===== src/rtl/hazard_pkg.sv =====
// Shared types and constants for the pipeline hazard control unit.
package hazard_pkg;

    typedef enum logic {
        IDLE       = 1'b0,
        LOAD_STALL = 1'b1
    } hz_state_e;

    localparam logic [4:0] ZERO_REG = 5'd0;

    localparam int LOAD_LAT_MIN = 1;
    localparam int LOAD_LAT_MAX = 4;

    function automatic bit load_latency_legal(input int lat);
        return (lat >= LOAD_LAT_MIN) && (lat <= LOAD_LAT_MAX);
    endfunction

endpackage


===== src/rtl/hazard_ctrl_unit_sat_counter.sv =====
// Saturating up-counter with synchronous clear; clear wins over increment.
module sat_counter #(
    parameter int CNT_WIDTH = 16
) (
    input  logic                 clk,
    input  logic                 rst_n,
    input  logic                 en_i,
    input  logic                 clr_i,
    output logic [CNT_WIDTH-1:0] count_o
);

    logic [CNT_WIDTH-1:0] count_q;
    logic [CNT_WIDTH-1:0] count_d;

    always_comb begin
        count_d = count_q;
        if (clr_i) begin
            count_d = '0;
        end else if (en_i && (count_q != {CNT_WIDTH{1'b1}})) begin
            count_d = count_q + 1'b1;
        end
    end

    always_ff @(posedge clk or negedge rst_n) begin
        if (!rst_n) begin
            count_q <= '0;
        end else begin
            count_q <= count_d;
        end
    end

    assign count_o = count_q;

endmodule


===== src/rtl/hazard_ctrl_unit.sv =====
// Load-use stall, branch flush and memory-busy freeze control for the 5-stage pipe.
//
//   state      | meaning
//   IDLE       | no multi-cycle load stall in progress; hit bubbles combinationally
//   LOAD_STALL | issuing the remaining rem_q bubbles of a load-use hazard
module hazard_ctrl_unit
    import hazard_pkg::*;
#(
    parameter int REG_ADDR_WIDTH  = 5,
    parameter int LOAD_LATENCY    = 1,
    parameter int CNT_WIDTH       = 16,
    parameter bit ZERO_REG_FILTER = 1'b1
) (
    input  logic                      clk,
    input  logic                      reset,
    input  logic                      ID_EX_MemRead_i,
    input  logic [REG_ADDR_WIDTH-1:0] ID_EX_Rt_i,
    input  logic [REG_ADDR_WIDTH-1:0] IF_ID_Rs_i,
    input  logic [REG_ADDR_WIDTH-1:0] IF_ID_Rt_i,
    input  logic                      IF_ID_UsesRt_i,
    input  logic                      EX_BranchTaken_i,
    input  logic                      DMem_Busy_i,
    input  logic                      clr_stats_i,
    output logic                      PCWrite_o,
    output logic                      IF_ID_Write_o,
    output logic                      sel_bubble_o,
    output logic                      IF_ID_Flush_o,
    output logic                      ID_EX_Flush_o,
    output logic                      Pipe_Hold_o,
    output logic [CNT_WIDTH-1:0]      stall_cycles_o
);

    generate
        if (!load_latency_legal(LOAD_LATENCY)) begin : g_bad_latency
            $error("hazard_ctrl_unit: LOAD_LATENCY must be within 1..4");
        end
    endgenerate

    localparam logic [1:0] REM_INIT = 2'(LOAD_LATENCY - 1);

    hz_state_e  state_q, state_d;
    logic [1:0] rem_q, rem_d;
    logic       is_zero_dst;
    logic       hit;

    assign is_zero_dst = ZERO_REG_FILTER && (ID_EX_Rt_i == REG_ADDR_WIDTH'(ZERO_REG));
    assign hit = ID_EX_MemRead_i && !is_zero_dst &&
                 ((ID_EX_Rt_i == IF_ID_Rs_i) ||
                  (IF_ID_UsesRt_i && (ID_EX_Rt_i == IF_ID_Rt_i)));

    always_ff @(posedge clk or negedge reset) begin
        if (!reset) begin
            state_q <= IDLE;
            rem_q   <= 2'd0;
        end else begin
            state_q <= state_d;
            rem_q   <= rem_d;
        end
    end

    always_comb begin
        state_d = state_q;
        rem_d   = rem_q;
        if (DMem_Busy_i) begin
            state_d = state_q;
            rem_d   = rem_q;
        end else if (EX_BranchTaken_i) begin
            // the dependent instruction is flushed, so any pending stall is moot
            state_d = IDLE;
            rem_d   = 2'd0;
        end else if (state_q == LOAD_STALL) begin
            rem_d = rem_q - 2'd1;
            if (rem_q == 2'd1) begin
                state_d = IDLE;
            end
        end else if (hit && (LOAD_LATENCY > 1)) begin
            state_d = LOAD_STALL;
            rem_d   = REM_INIT;
        end
    end

    always_comb begin
        PCWrite_o     = 1'b1;
        IF_ID_Write_o = 1'b1;
        sel_bubble_o  = 1'b0;
        IF_ID_Flush_o = 1'b0;
        ID_EX_Flush_o = 1'b0;
        Pipe_Hold_o   = 1'b0;
        if (DMem_Busy_i) begin
            PCWrite_o     = 1'b0;
            IF_ID_Write_o = 1'b0;
            Pipe_Hold_o   = 1'b1;
        end else if (EX_BranchTaken_i) begin
            IF_ID_Flush_o = 1'b1;
            ID_EX_Flush_o = 1'b1;
        end else if ((state_q == LOAD_STALL) || hit) begin
            PCWrite_o     = 1'b0;
            IF_ID_Write_o = 1'b0;
            sel_bubble_o  = 1'b1;
        end
    end

    sat_counter #(
        .CNT_WIDTH(CNT_WIDTH)
    ) u_stall_cnt (
        .clk    (clk),
        .rst_n  (reset),
        .en_i   (!PCWrite_o),
        .clr_i  (clr_stats_i),
        .count_o(stall_cycles_o)
    );

endmodule


===== config.mk =====
export PLATFORM = sky130hd
export DESIGN_NAME = hazard_ctrl_unit
export DESIGN_NICKNAME = d
export VERILOG_FILES = /design/src/rtl/hazard_pkg.sv /design/src/rtl/hazard_ctrl_unit_sat_counter.sv /design/src/rtl/hazard_ctrl_unit.sv
export SDC_FILE = /design/constraint.sdc
export NUM_CORES = 1
export LEC_CHECK = 0
export BUFFER_PORTS_ARGS = -buffer_cell sky130_fd_sc_hd__buf_2
export CAP_MARGIN = 20
export CORE_UTILIZATION = 30
export CTS_CLUSTER_DIAMETER = 150
export DETAILED_ROUTE_END_ITERATION = 10
export SYNTH_ARGS = -nofsm -noshare
export SYNTH_HDL_FRONTEND = slang
export SYNTH_SLANG_ARGS = --single-unit

===== constraint.sdc =====
create_clock -name clk -period 2.64 [get_ports clk]
set_input_delay 0.528 -clock clk [delete_from_list [all_inputs] [get_ports clk]]
set_output_delay 0.528 -clock clk [all_outputs]
set_load 0.005 [all_outputs]

Word-level counts from Yosys, hierarchy flattened
Cells that the tools add are included.

Add/subtract/negate cells: 2. Equal/unequal tests: 4. Muxes and demuxes: 16. Bitwise gates (word level): 1. Reductions and logical operators: 12.

Operators with widths (number): $mux 16 (2); $add 16x1->16 const B (1); $ne 16x16->1 const B (1); $mux 1 (12); $eq 5x5->1 (2); $logic_not 5->1 (1); $logic_and 1x1->1 (4); $mux 2 (2); $reduce_bool 2->1 (2); $eq 2x1->1 const B (1); $logic_not 1->1 (2); $logic_or 1x1->1 (2); $reduce_and 2->1 (1); $sub 2x1->2 const B (1); $not 1->1 (1).

Bits in registers: 19. Input bits: 22. Output and inout bits: 22. Logic and storage cells: 38.

Logic depth before layout (Yosys ltp)
Word-level depth: 12. Depth in mapped cells: 8. Mapped depth without buffers: 6.

Modules after synthesis
From an unflattened synthesis, not the netlist that was laid out.

Cells, all modules: 138. Area, all modules: 1288.7 µm².

Modules (own cells, without submodules): sat_counter (instances 1, cells each 98, area each 942.2 µm², sequential area each 400.4 µm²); hazard_ctrl_unit (instances 1, cells each 40, area each 346.6 µm², sequential area each 75.1 µm²).

Worst setup path after synthesis
Ideal clock, no wire load.

Path kind: input port to output port. Start: input port ID_EX_Rt_i[1]. End: output port PCWrite_o. Data arrival time: 2030 ps. Required time: 2112 ps. Slack: 82 ps. Stages on the path: 7. Buffers on the path: 3. Path through: or4_1 -> o21ai_2 -> nor2_2 -> a221oi_4 -> buf_6 -> buf_8 -> buf_4.

Word-level cells in the longest chain between the ends: 8. Elaborated cells between the ends (all ways): 12. Classes of those cells: eq/ne: 2; mux: 3; reduce/logical: 7.

Ends and longest elaborated chain: from (decl) (line hazard_ctrl_unit.sv:17) `input logic [REG_ADDR_WIDTH-1:0] ID_EX_Rt_i,`; $eq 5x5->1 / $logic_not 5->1 (equally long branches) (line hazard_ctrl_unit.sv:49, hazard_ctrl_unit.sv:46); $logic_and 1x1->1 / $logic_not 1->1 (equally long branches) (line hazard_ctrl_unit.sv:49, hazard_ctrl_unit.sv:47); $logic_or 1x1->1 / $logic_and 1x1->1 (equally long branches) (line hazard_ctrl_unit.sv:48, hazard_ctrl_unit.sv:47); $logic_and 1x1->1 (*) (line hazard_ctrl_unit.sv:47) `assign hit = ID_EX_MemRead_i && !is_zero_dst &&`; $logic_or 1x1->1 (*) (line hazard_ctrl_unit.sv:96) `end else if ((state_q == LOAD_STALL) || hit) begin`; $mux 1 (*) (3 in series); to (decl) (line hazard_ctrl_unit.sv:24) `output logic PCWrite_o,`.

Every way passes the cells marked *; elsewhere a longest branch is shown, timed or not.

Worst setup path after layout
Start: input port ID_EX_Rt_i[1]. End: output port PCWrite_o.

Word-level cells in the longest chain between the ends: 8. Elaborated cells between the ends (all ways): 12. Classes of those cells: eq/ne: 2; mux: 3; reduce/logical: 7.

Ends and longest elaborated chain: $eq 5x5->1 / $logic_not 5->1 (equally long branches) (line hazard_ctrl_unit.sv:49, hazard_ctrl_unit.sv:46); $logic_and 1x1->1 / $logic_not 1->1 (equally long branches) (line hazard_ctrl_unit.sv:49, hazard_ctrl_unit.sv:47); $logic_or 1x1->1 / $logic_and 1x1->1 (equally long branches) (line hazard_ctrl_unit.sv:48, hazard_ctrl_unit.sv:47); $logic_and 1x1->1 (*) (line hazard_ctrl_unit.sv:47); $logic_or 1x1->1 (*) (line hazard_ctrl_unit.sv:96); $mux 1 (*) (line hazard_ctrl_unit.sv:96); $mux 1 (*) (line hazard_ctrl_unit.sv:93) `end else if (EX_BranchTaken_i) begin`; $mux 1 (*) (line hazard_ctrl_unit.sv:89) `if (DMem_Busy_i) begin`.

Marked as above.

==> flow_summary.json <==
{
  "hold_violations": 0,
  "grt_pass1_wl_mm": 4.58,
  "post_drt_wl_per_cell_um": 12.1,
  "placed_cell_area_mm2": 0.00156,
  "rrSetupSlack_ns": 0.59,
  "place_inst": 227,
  "ys_seq_area_frac": 0.364,
  "clock_skew_ns": 0.00519,
  "cts-root-buf": "clkbuf_8",
  "synthDominantCellAreaShare": 0.364,
  "final_antenna_net_count": 0,
  "regToRegStartpoint": "u_stall_cnt.count_o[0]$_DFFE_PN0P_",
  "cp.arrival_ns": 1.95,
  "power.share.clock": 0.347,
  "syn_area_mm2": 0.00131,
  "grt_pass1_vias": 1037,
  "vias_per_cell": 5.00,
  "power_density_mw_per_mm2": 362,
  "die_h_um": 68.0,
  "rsz0062_at_grt": "false",
  "grt-ovfl-total": 0,
  "worstSetupStartpoint": "ID_EX_Rt_i[1]",
  "min_period_over_period": 0.938,
  "routed_wirelength_mm": 2.80,
  "hold_class": "in2async",
  "slew_violations": 0,
  "r2r-end": "u_stall_cnt.count_o[8]$_DFFE_PN0P_",
  "clock_latency_ns": 0.25,
  "synth_edf_count": 0,
  "syn_avg_cell_area_um2": 9.53,
  "layout_setup_ws_ns": 0.164,
  "p_sw_frac": 0.251,
  "first_pass_iters": 4,
  "final_area_mm2": 0.00161,
  "portBuffers": 43,
  "synthSimpleGateAreaFrac": 0.263,
  "grtUsageTotal": 0.129,
  "post_cts_resized": 0,
  "synth-seq-cells": 19,
  "crit_path_start_kind": "input port",
  "tns_ns": 0,
  "diodes": 0,
  "tightest_slew_ns": 0.443,
  "syn_to_final_growth_pct": 23.3,
  "maxCapViolations": 0,
  "cts_tree": "done",
  "path_cells": "buf_2, or4_1, o21ai_2, nor2_2, a221oi_4, buf_2",
  "fmax_mhz": 404,
  "yosys-top-cells-count": "19 x dfrtp_1, 10 x a21oi_1, 10 x nor2_1, 10 x xnor2_1, 9 x nand2_1",
  "post_cts_buffers": 0,
  "cts.sinks": 19,
  "synth_area_leaders": "dfrtp_1 36%, xnor2_1 6.7%, mux2_4 4.6%",
  "muxShareOfSynthArea": 0.0632,
  "dpl.hpwl_mm": 2.06,
  "async_reset_ff_frac": 1.00,
  "total_power_mw": 0.583,
  "preCtsSetupSlack_ns": 0.109,
  "crit_type": "in2out",
  "synth_top_family_by_area": "simple AND/OR/NAND/NOR gates",
  "synth_cells": 137,
  "reg2reg_depth": 7,
  "ios": 44,
  "drt_first_iter_violations": 27,
  "yosysWarnings": 0,
  "critPathSlowestCell": "or4_1",
  "cts_buffer_depth": 2,
  "yosys.cell_types.count": 39,
  "max_stage_delay_ns": 0.54,
  "initial_core_util": 0.320,
  "leakagePower_nw": 0.707,
  "cp-end-kind": "output pin",
  "fin_cells": 231,
  "combPwrFrac": 0.146,
  "die-area_mm2": 0.00462,
  "cp_max_fo": 5,
  "synth_fp_nets": 161,
  "synth_top_flop_cell": "dfrtp_1",
  "synth-xor-area-share": 0.0670,
  "required_ns": 2.11,
  "status": "finished clean",
  "htree_levels": 1,
  "period_needed_ns": 2.48,
  "numCtsBuffers": 3,
  "path_common_cell": "buf_2",
  "rows": 23,
  "internal_power_mw": 0.437,
  "cts_hold_buffers": 0,
  "timing.slew.headroom": 0.705,
  "core_mm2": 0.00409,
  "synth_top_area_cell": "dfrtp_1",
  "synth-adder-area-share": 0.0192,
  "grt_max_degree": 23,
  "die_w_um": 68.0,
  "route.detailed.drc": 0,
  "drive_above_1_share": 0.381,
  "finish.net_count": 206,
  "setup_violations": 0,
  "clk_pin_slew_worst_paths_ns": 0.08,
  "crit_buf_inv": 2,
  "p_sw_mw": 0.146,
  "ir_worst_vdd_uv": 227,
  "antenna_found_initial": 0,
  "synth_compound_area_frac": 0.159,
  "power_frac_seq": 0.508,
  "yosysMostFrequentCell": "dfrtp_1",
  "num_vias": 1154,
  "gp_congestion": 0.748,
  "critPathTopFamily": "simple AND/OR/NAND/NOR gates"
}
-- how the worst max path moves through the flow --
stage,depth (start not counted),end,slack (ns)
after global placement,8,u_stall_cnt.count_o[12]$_DFFE_PN0P_,0.12
after global routing,6,PCWrite_o,0.09
after detailed placement,8,u_stall_cnt.count_o[12]$_DFFE_PN0P_,0.11
after floorplan,7,PCWrite_o,0.08
after CTS,6,PCWrite_o,0.14
final,6,PCWrite_o,0.16
-- area by class of cell --
cell class	instances	area [µm²]
Clock inverter	1	5.00
Sequential cell	19	475
Fill cell	422	2480
Multi-Input combinational cell	104	747
Timing Repair Buffer	49	260
Clock buffer	3	41.3
Tap cell	50	62.6
Inverter	5	18.8
-- sequential cells by signal (all words and copies together) (netlist names) --
name	cells
rem_q	2
state_q	1
u_stall_cnt.count_o	16
-- metal layers --
| metal | vias to the layer above | track usage | share of wire |
|---|---|---|---|
| li1 | 594 | - | - |
| met1 | 519 | 0.173 | 0.50 |
| met2 | 39 | 0.213 | 0.42 |
| met3 | 2 | 0.0183 | 0.069 |
| met4 | 0 | 0.0391 | 0.0029 |
| met5 | - | 0 | 0 |
-- kinds of logic (layout without fill, tap and decap cells) --
group,Yosys count,in the layout
simple gates,57,57
compound gates,29,29
flops,19,19
buf+inv,14,58
xor+xnor,10,10
mux,6,6
fa+ha+maj,2,2
-- power by group through the flow --
stage	registers [mW]	logic (mW)	clock network [mW]
2_1_floorplan	0.302	0.0489	0
3_3_place_gp	0.302	0.0857	0
3_5_place_dp	0.302	0.0865	0
4_1_cts	0.296	0.0871	0.213
5_1_grt	0.297	0.0966	0.225
6_report	0.296	0.0849	0.202
-- per-stage QoR --
stage / hold slack (ns) / util
2_1_floorplan: 0.232 / -
3_3_place_gp: 0.482 / 0.383
3_5_place_dp: 0.486 / 0.383
4_1_cts: 0.219 / 0.394
5_1_grt: 0.248 / 0.394
6_report: 0.208 / 0.394
-- cells in the final DEF, fill, tap and decap left out, drive strengths merged, types with 2 or more instances in the layout --
cell | synthesis | final
dfrtp | 19 | 19
nor3 | 2 | 2
or3 | 2 | 2
ha | 2 | 2
mux2 | 6 | 6
o31ai | 6 | 6
or4 | 7 | 7
a21oi | 10 | 10
nor2 | 11 | 11
buf | 6 | 49
nand3 | 5 | 5
o21ai | 6 | 6
nor4 | 5 | 5
nand2 | 9 | 9
xnor2 | 10 | 10
nand4 | 4 | 4
nor4b | 2 | 2
clkbuf | 3 | 3
nor2b | 6 | 6
inv | 5 | 5
Power figures use the tool's default switching activity.
